--- src/rtl/max_mux_spi_ctrl.sv ---
// SPI controller for the MAX analog switch matrix. It takes four request channels, arbitrates
// them round-robin, and shifts one 32-bit switch word per transfer on that channel's chip select.
module max_mux_spi_ctrl #(
    parameter int SIFREV  = 2,
    parameter int CLK_DIV = 4,
    parameter int CS_GAP  = 2
) (
    input  logic        clk,
    input  logic        rst,
    input  logic [3:0]  req_valid,
    output logic [3:0]  req_ready,
    input  logic [15:0] req_addr,
    input  logic [3:0]  req_en,
    output logic        spi_sclk,
    output logic        spi_mosi,
    output logic [3:0]  spi_cs_n,
    output logic        busy,
    output logic        done,
    output logic [1:0]  done_chan,
    output logic [31:0] last_word
);
    typedef enum logic [1:0] {IDLE, SHIFT, HOLD, GAP} state_e;

    state_e          state_q, state_d;
    logic [3:0]      pend_valid_q, pend_valid_d;
    logic [3:0][3:0] pend_addr_q, pend_addr_d;
    logic [3:0]      pend_en_q, pend_en_d;
    logic [1:0]      rr_ptr_q, rr_ptr_d;
    logic [1:0]      chan_q, chan_d;
    logic [31:0]     shreg_q, shreg_d;
    logic [31:0]     word_q, word_d;
    logic [31:0]     last_word_q, last_word_d;
    logic [3:0]      cs_n_q, cs_n_d;
    logic            sclk_q, sclk_d;
    logic [7:0]      div_cnt_q, div_cnt_d;
    logic [7:0]      gap_cnt_q, gap_cnt_d;
    logic [4:0]      bit_cnt_q, bit_cnt_d;
    logic            done_q, done_d;
    logic [1:0]      done_chan_q, done_chan_d;
    logic            gnt_found;
    logic [1:0]      gnt_idx, scan_idx;

    // The board revision decides which COM half carries the closed switch.
    function automatic logic [31:0] build_word(input logic [3:0] addr, input logic en);
        logic [15:0] onehot;
        onehot = 16'h1 << addr;
        if (!en)          return 32'h0;
        if (SIFREV == 2)  return {~onehot, onehot};
        if (SIFREV == 3)  return {onehot, ~onehot};
        return 32'h0;
    endfunction

    always_comb begin
        gnt_found = 1'b0;
        gnt_idx   = 2'd0;
        scan_idx  = 2'd0;
        for (int k = 0; k < 4; k++) begin
            scan_idx = rr_ptr_q + 2'(k);
            if (!gnt_found && pend_valid_q[scan_idx]) begin
                gnt_found = 1'b1;
                gnt_idx   = scan_idx;
            end
        end
    end

    always_comb begin
        // NOTE: every next-state signal gets its hold value first, so no path infers a latch.
        state_d      = state_q;
        pend_valid_d = pend_valid_q;
        pend_addr_d  = pend_addr_q;
        pend_en_d    = pend_en_q;
        rr_ptr_d     = rr_ptr_q;
        chan_d       = chan_q;
        shreg_d      = shreg_q;
        word_d       = word_q;
        last_word_d  = last_word_q;
        cs_n_d       = cs_n_q;
        sclk_d       = sclk_q;
        div_cnt_d    = div_cnt_q;
        gap_cnt_d    = gap_cnt_q;
        bit_cnt_d    = bit_cnt_q;
        done_d       = 1'b0;
        done_chan_d  = done_chan_q;

        for (int i = 0; i < 4; i++) begin
            if (req_valid[i] && !pend_valid_q[i]) begin
                pend_valid_d[i] = 1'b1;
                pend_addr_d[i]  = req_addr[4*i +: 4];
                pend_en_d[i]    = req_en[i];
            end
        end

        case (state_q)
            IDLE: begin
                if (gnt_found) begin
                    pend_valid_d[gnt_idx] = 1'b0;
                    rr_ptr_d  = gnt_idx + 2'd1;
                    chan_d    = gnt_idx;
                    word_d    = build_word(pend_addr_q[gnt_idx], pend_en_q[gnt_idx]);
                    shreg_d   = word_d;
                    cs_n_d    = ~(4'b0001 << gnt_idx);
                    sclk_d    = 1'b0;
                    div_cnt_d = 8'd0;
                    bit_cnt_d = 5'd0;
                    state_d   = SHIFT;
                end
            end
            SHIFT: begin
                if (div_cnt_q == 8'(CLK_DIV - 1)) begin
                    div_cnt_d = 8'd0;
                    sclk_d    = ~sclk_q;
                    // The falling edge is the only place mosi advances.
                    if (sclk_q) begin
                        if (bit_cnt_q == 5'd31) begin
                            state_d = HOLD;
                        end else begin
                            bit_cnt_d = bit_cnt_q + 5'd1;
                            shreg_d   = {shreg_q[30:0], 1'b0};
                        end
                    end
                end else begin
                    div_cnt_d = div_cnt_q + 8'd1;
                end
            end
            HOLD: begin
                if (div_cnt_q == 8'(CLK_DIV - 1)) begin
                    cs_n_d      = 4'hF;
                    done_d      = 1'b1;
                    done_chan_d = chan_q;
                    last_word_d = word_q;
                    gap_cnt_d   = 8'd0;
                    state_d     = GAP;
                end else begin
                    div_cnt_d = div_cnt_q + 8'd1;
                end
            end
            GAP: begin
                if (gap_cnt_q == 8'(CS_GAP - 1)) state_d = IDLE;
                else                             gap_cnt_d = gap_cnt_q + 8'd1;
            end
            default: state_d = IDLE;
        endcase
    end

    // NOTE: state uses non-blocking assignments so every register samples pre-edge values.
    always_ff @(posedge clk or posedge rst) begin
        if (rst) begin
            state_q      <= IDLE;
            pend_valid_q <= 4'h0;
            pend_addr_q  <= '0;
            pend_en_q    <= 4'h0;
            rr_ptr_q     <= 2'd0;
            chan_q       <= 2'd0;
            shreg_q      <= 32'h0;
            word_q       <= 32'h0;
            last_word_q  <= 32'h0;
            cs_n_q       <= 4'hF;
            sclk_q       <= 1'b0;
            div_cnt_q    <= 8'd0;
            gap_cnt_q    <= 8'd0;
            bit_cnt_q    <= 5'd0;
            done_q       <= 1'b0;
            done_chan_q  <= 2'd0;
        end else begin
            state_q      <= state_d;
            pend_valid_q <= pend_valid_d;
            pend_addr_q  <= pend_addr_d;
            pend_en_q    <= pend_en_d;
            rr_ptr_q     <= rr_ptr_d;
            chan_q       <= chan_d;
            shreg_q      <= shreg_d;
            word_q       <= word_d;
            last_word_q  <= last_word_d;
            cs_n_q       <= cs_n_d;
            sclk_q       <= sclk_d;
            div_cnt_q    <= div_cnt_d;
            gap_cnt_q    <= gap_cnt_d;
            bit_cnt_q    <= bit_cnt_d;
            done_q       <= done_d;
            done_chan_q  <= done_chan_d;
        end
    end

    assign req_ready = ~pend_valid_q;
    assign spi_sclk  = sclk_q;
    assign spi_mosi  = shreg_q[31];
    assign spi_cs_n  = cs_n_q;
    assign busy      = (state_q != IDLE);
    assign done      = done_q;
    assign done_chan = done_chan_q;
    assign last_word = last_word_q;
endmodule

--- config.mk ---
export PLATFORM = sky130hd
export DESIGN_NAME = max_mux_spi_ctrl
export DESIGN_NICKNAME = d
export VERILOG_FILES = /design/src/rtl/max_mux_spi_ctrl.sv
export SDC_FILE = /design/constraint.sdc
export NUM_CORES = 1
export LEC_CHECK = 0
export ABC_AREA = 1
export BUFFER_PORTS_ARGS = -buffer_cell sky130_fd_sc_hd__buf_2
export CAP_MARGIN = 15
export CORE_ASPECT_RATIO = 1.75
export CORE_MARGIN = 1
export CORE_UTILIZATION = 60
export DETAILED_ROUTE_END_ITERATION = 8
export PLACE_DENSITY = 0.87
export SYNTH_ARGS = -nofsm -noshare
export SYNTH_HDL_FRONTEND = slang
export SYNTH_SLANG_ARGS = --single-unit
--- constraint.sdc ---
create_clock -name clk -period 7 [get_ports clk]
set_clock_uncertainty 0.1 [all_clocks]
set_input_delay 1.4 -clock clk [delete_from_list [all_inputs] [get_ports clk]]
set_output_delay 1.4 -clock clk [all_outputs]
set_load 0.05 [all_outputs]
==> impl_metrics.tcl <==
set metrics [dict create \
    status "finished clean" \
    synth.mux.area_fraction 0.00586 \
    h-tree-depth 4 \
    critPathLaunch "div_cnt_q[1]$_DFFE_PP0P_" \
    routed_wl_um 16400 \
    synth.yosys.warnings 0 \
    area_growth_pct 12.2 \
    post-cts-setup-buffer-count 0 \
    syn_avg_cell_area_um2 7.87 \
    grt_first_pass_wirelength_um 27800 \
    clk_pin_slew_ns 0.06 \
    grt_pass1_vias 6108 \
    rsz0062_at_grt "false" \
    drive_above_1_share 0.145 \
    setup_viol 0 \
    regToRegSetupSlack_ns 3.61 \
    grt_usage 0.271 \
    min_period_over_period 0.485 \
    ant_nets 0 \
    crit_end "gap_cnt_q[7]$_DFFE_PP0P_" \
    clkLatencyLatePin_ns 0.43 \
    gp_congestion 0.883 \
    gr-total-overflow 0 \
    synth_seq_cells 155 \
    cap_violations 0 \
    fmax_mhz 295 \
    cts_tree "yes" \
    ctsResizeCount 0 \
    die_x_um 87.5 \
    synth-compound-area-share 0.0723 \
    cts_made_buffers 17 \
    antenna_found_initial 0 \
    die-height_um 152 \
    initial_utilization 0.615 \
    die-area_um2 13300 \
    drt_pass1_iterations 5 \
    ios 72 \
    num-fill-cells 1015 \
    clk_path_buf_depth 2 \
    required_ns 7.21 \
    synth_top_family_by_area "simple AND/OR/NAND/NOR gates" \
    hold_buffers 0 \
    final.setup.tns_ns 0 \
    cp-start-kind "flop" \
    synth.cell_area_um2 7680 \
    clock-root-buffer "clkbuf_16" \
    synth_cells 976 \
    antennaDiodeCount 0 \
    hold_violations 0 \
    synthAdderAreaFrac 0.0228 \
    critPathCaptureType "flop" \
    crit_fanout 36 \
    min_path_cells 2 \
    synth_xor_area_frac 0.00114 \
    cts.sinks 155 \
    min_from "last_word[5]$_DFFE_PP0P_" \
    fin_crit_ns 3.39 \
    crit_type "flop to flop" \
    synth-simple-area-share 0.322 \
    coreArea_um2 12500 \
    synth_cell_types 38 \
    drv_slew 0 \
    synth_seq_area_share 0.506 \
    wl_per_cell_um 13.6 \
    nets 1065 \
    portBuffers 71 \
    first_iter_violations 699 \
    worstMarginPinSlew_ns 1.02 \
    vias 6461 \
    hold_class "flop to flop" \
    viasPerCell 5.36 \
    cp.arrival_ns 3.60 \
    relSlewSlack 0.321 \
    synth_nets 1016 \
    r2r-end "gap_cnt_q[7]$_DFFE_PP0P_" \
    final_util 0.690 \
    route.detailed.drc 0 \
    grt_max_degree 117 \
    reg2reg_from "div_cnt_q[1]$_DFFE_PP0P_" \
    dpl.hpwl_um 11100 \
    ff2ff_path_depth 14 \
    row_count 54 \
]
-- flip-flops by register name (all words and copies together), names as in the netlist --
name	flops
rr_ptr_q	2
shreg_q	32
chan_q	2
state_q	2
last_word	32
spi_cs_n	4
spi_sclk	1
word_q	32
div_cnt_q	8
pend_en_q	4
pend_valid_q	4
bit_cnt_q	5
done	1
gap_cnt_q	8
done_chan	2
pend_addr_q	16
-- per-layer routing --
layer | vias to the layer above | wire (um) | global-route usage
li1 | 3214 | - | -
met1 | 3035 | 6720 | 0.320
met2 | 181 | 8640 | 0.484
met3 | 31 | 631 | 0.0504
met4 | 0 | 412 | 0.103
met5 | - | 0 | 0
-- logic make-up (layout without fill, tap and decap cells) --
group	after synthesis	after routing
DFF	155	155
buffers and inverters	117	179
and+or+nand+nor	581	581
adders and majority gates	14	14
AOI/OAI and AO/OA	104	104
muxes	4	4
xor gates and xnor gates	1	1
-- layout by cell type (no fill, tap or decap), types with 8 or more instances in the layout --
cell	Yosys	layout
nand2_1	362	361
dfrtp_1	151	151
nor2_1	102	102
buf_2	6	71
inv_1	62	61
nand3_1	42	42
nand4_1	40	40
o21ai_1	34	34
a21oi_1	32	32
o21ai_0	25	25
clkbuf_16	0	17
ha_1	14	14
nand2_2	11	12
inv_2	10	10
nor3_1	8	8
-- final cells by class --
type / count / area (um^2) / area share
flip-flops and latches: 155 / 3880 / 0.450
multi-input cells: 704 / 3270 / 0.379
clock buffers: 20 / 457 / 0.0530
repair buffers: 74 / 378 / 0.0438
inverters: 73 / 287 / 0.0332
well taps: 168 / 210 / 0.0244
clock inverters: 12 / 140 / 0.0163
-- critical path: stages (launching register included) --
cell and delay [ns]:
dfrtp_1 0.37, ha_1 0.21, nand3_1 0.09, nor2_1 0.20, inv_2 0.07, nor2_4 0.60
inv_2 0.46, nor2_2 0.32, nor2_1 0.10, inv_2 0.10, nand3_1 0.10, nor3_1 0.22
nand2_1 0.10, o21ai_0 0.16, a21oi_1 0.06
-- per-stage QoR --
step	hold WS (ns)	area (um^2)	worst slack (ns)	cells
after global placement	0.349	8030	3.77	1174
final	0.362	8620	3.61	1206
after floorplan	0.349	7680	1.33	976
after CTS	0.369	8620	3.61	1206
after detailed placement	0.354	8030	3.67	1174
after global routing	0.388	8620	3.27	1206
-- cell usage after synthesis --
| master | number | area, um^2 |
|---|---|---|
| nand2_1 | 362 | 1360 |
| dfrtp_1 | 151 | 3780 |
| nor2_1 | 102 | 383 |
| inv_1 | 62 | 233 |
| nand3_1 | 42 | 210 |
| nand4_1 | 40 | 250 |
| o21ai_1 | 34 | 170 |
| a21oi_1 | 32 | 160 |
| o21ai_0 | 25 | 125 |
| clkbuf_1 | 21 | 78.8 |
| ha_1 | 14 | 175 |
| nand2_2 | 11 | 68.8 |
| inv_2 | 10 | 37.5 |
| buf_6 | 8 | 90.1 |
| nor3_1 | 8 | 40.0 |
| buf_4 | 7 | 52.6 |
| buf_2 | 6 | 30.0 |
| a31oi_1 | 4 | 25.0 |
| dfstp_2 | 4 | 105 |
| mux2_2 | 4 | 45.0 |
| nor2_2 | 4 | 25.0 |
| nor3b_1 | 4 | 30.0 |
| buf_1 | 2 | 7.51 |
| nand3_4 | 2 | 35.0 |
| nor2_4 | 2 | 22.5 |
| o211ai_1 | 2 | 15.0 |
| o22ai_1 | 2 | 12.5 |
| a21boi_0 | 1 | 7.51 |
| inv_8 | 1 | 11.3 |
| nand2_4 | 1 | 11.3 |
| nand3_2 | 1 | 10.0 |
| nand3b_1 | 1 | 7.51 |
| nor2_8 | 1 | 20.0 |
| o21a_1 | 1 | 7.51 |
| o21ai_2 | 1 | 8.76 |
| o21ai_4 | 1 | 16.3 |
| o21bai_1 | 1 | 7.51 |
| xnor2_1 | 1 | 8.76 |
-- worst min path at each step --
stage	end
floorplan	last_word[28]$_DFFE_PP0P_
global placement	last_word[6]$_DFFE_PP0P_
CTS	last_word[6]$_DFFE_PP0P_
global route	last_word[30]$_DFFE_PP0P_
finish	last_word[5]$_DFFE_PP0P_
detailed placement	last_word[6]$_DFFE_PP0P_
Power is not shown: default switching activity piles up to over one toggle a cycle in this logic, so the estimate is an artifact.
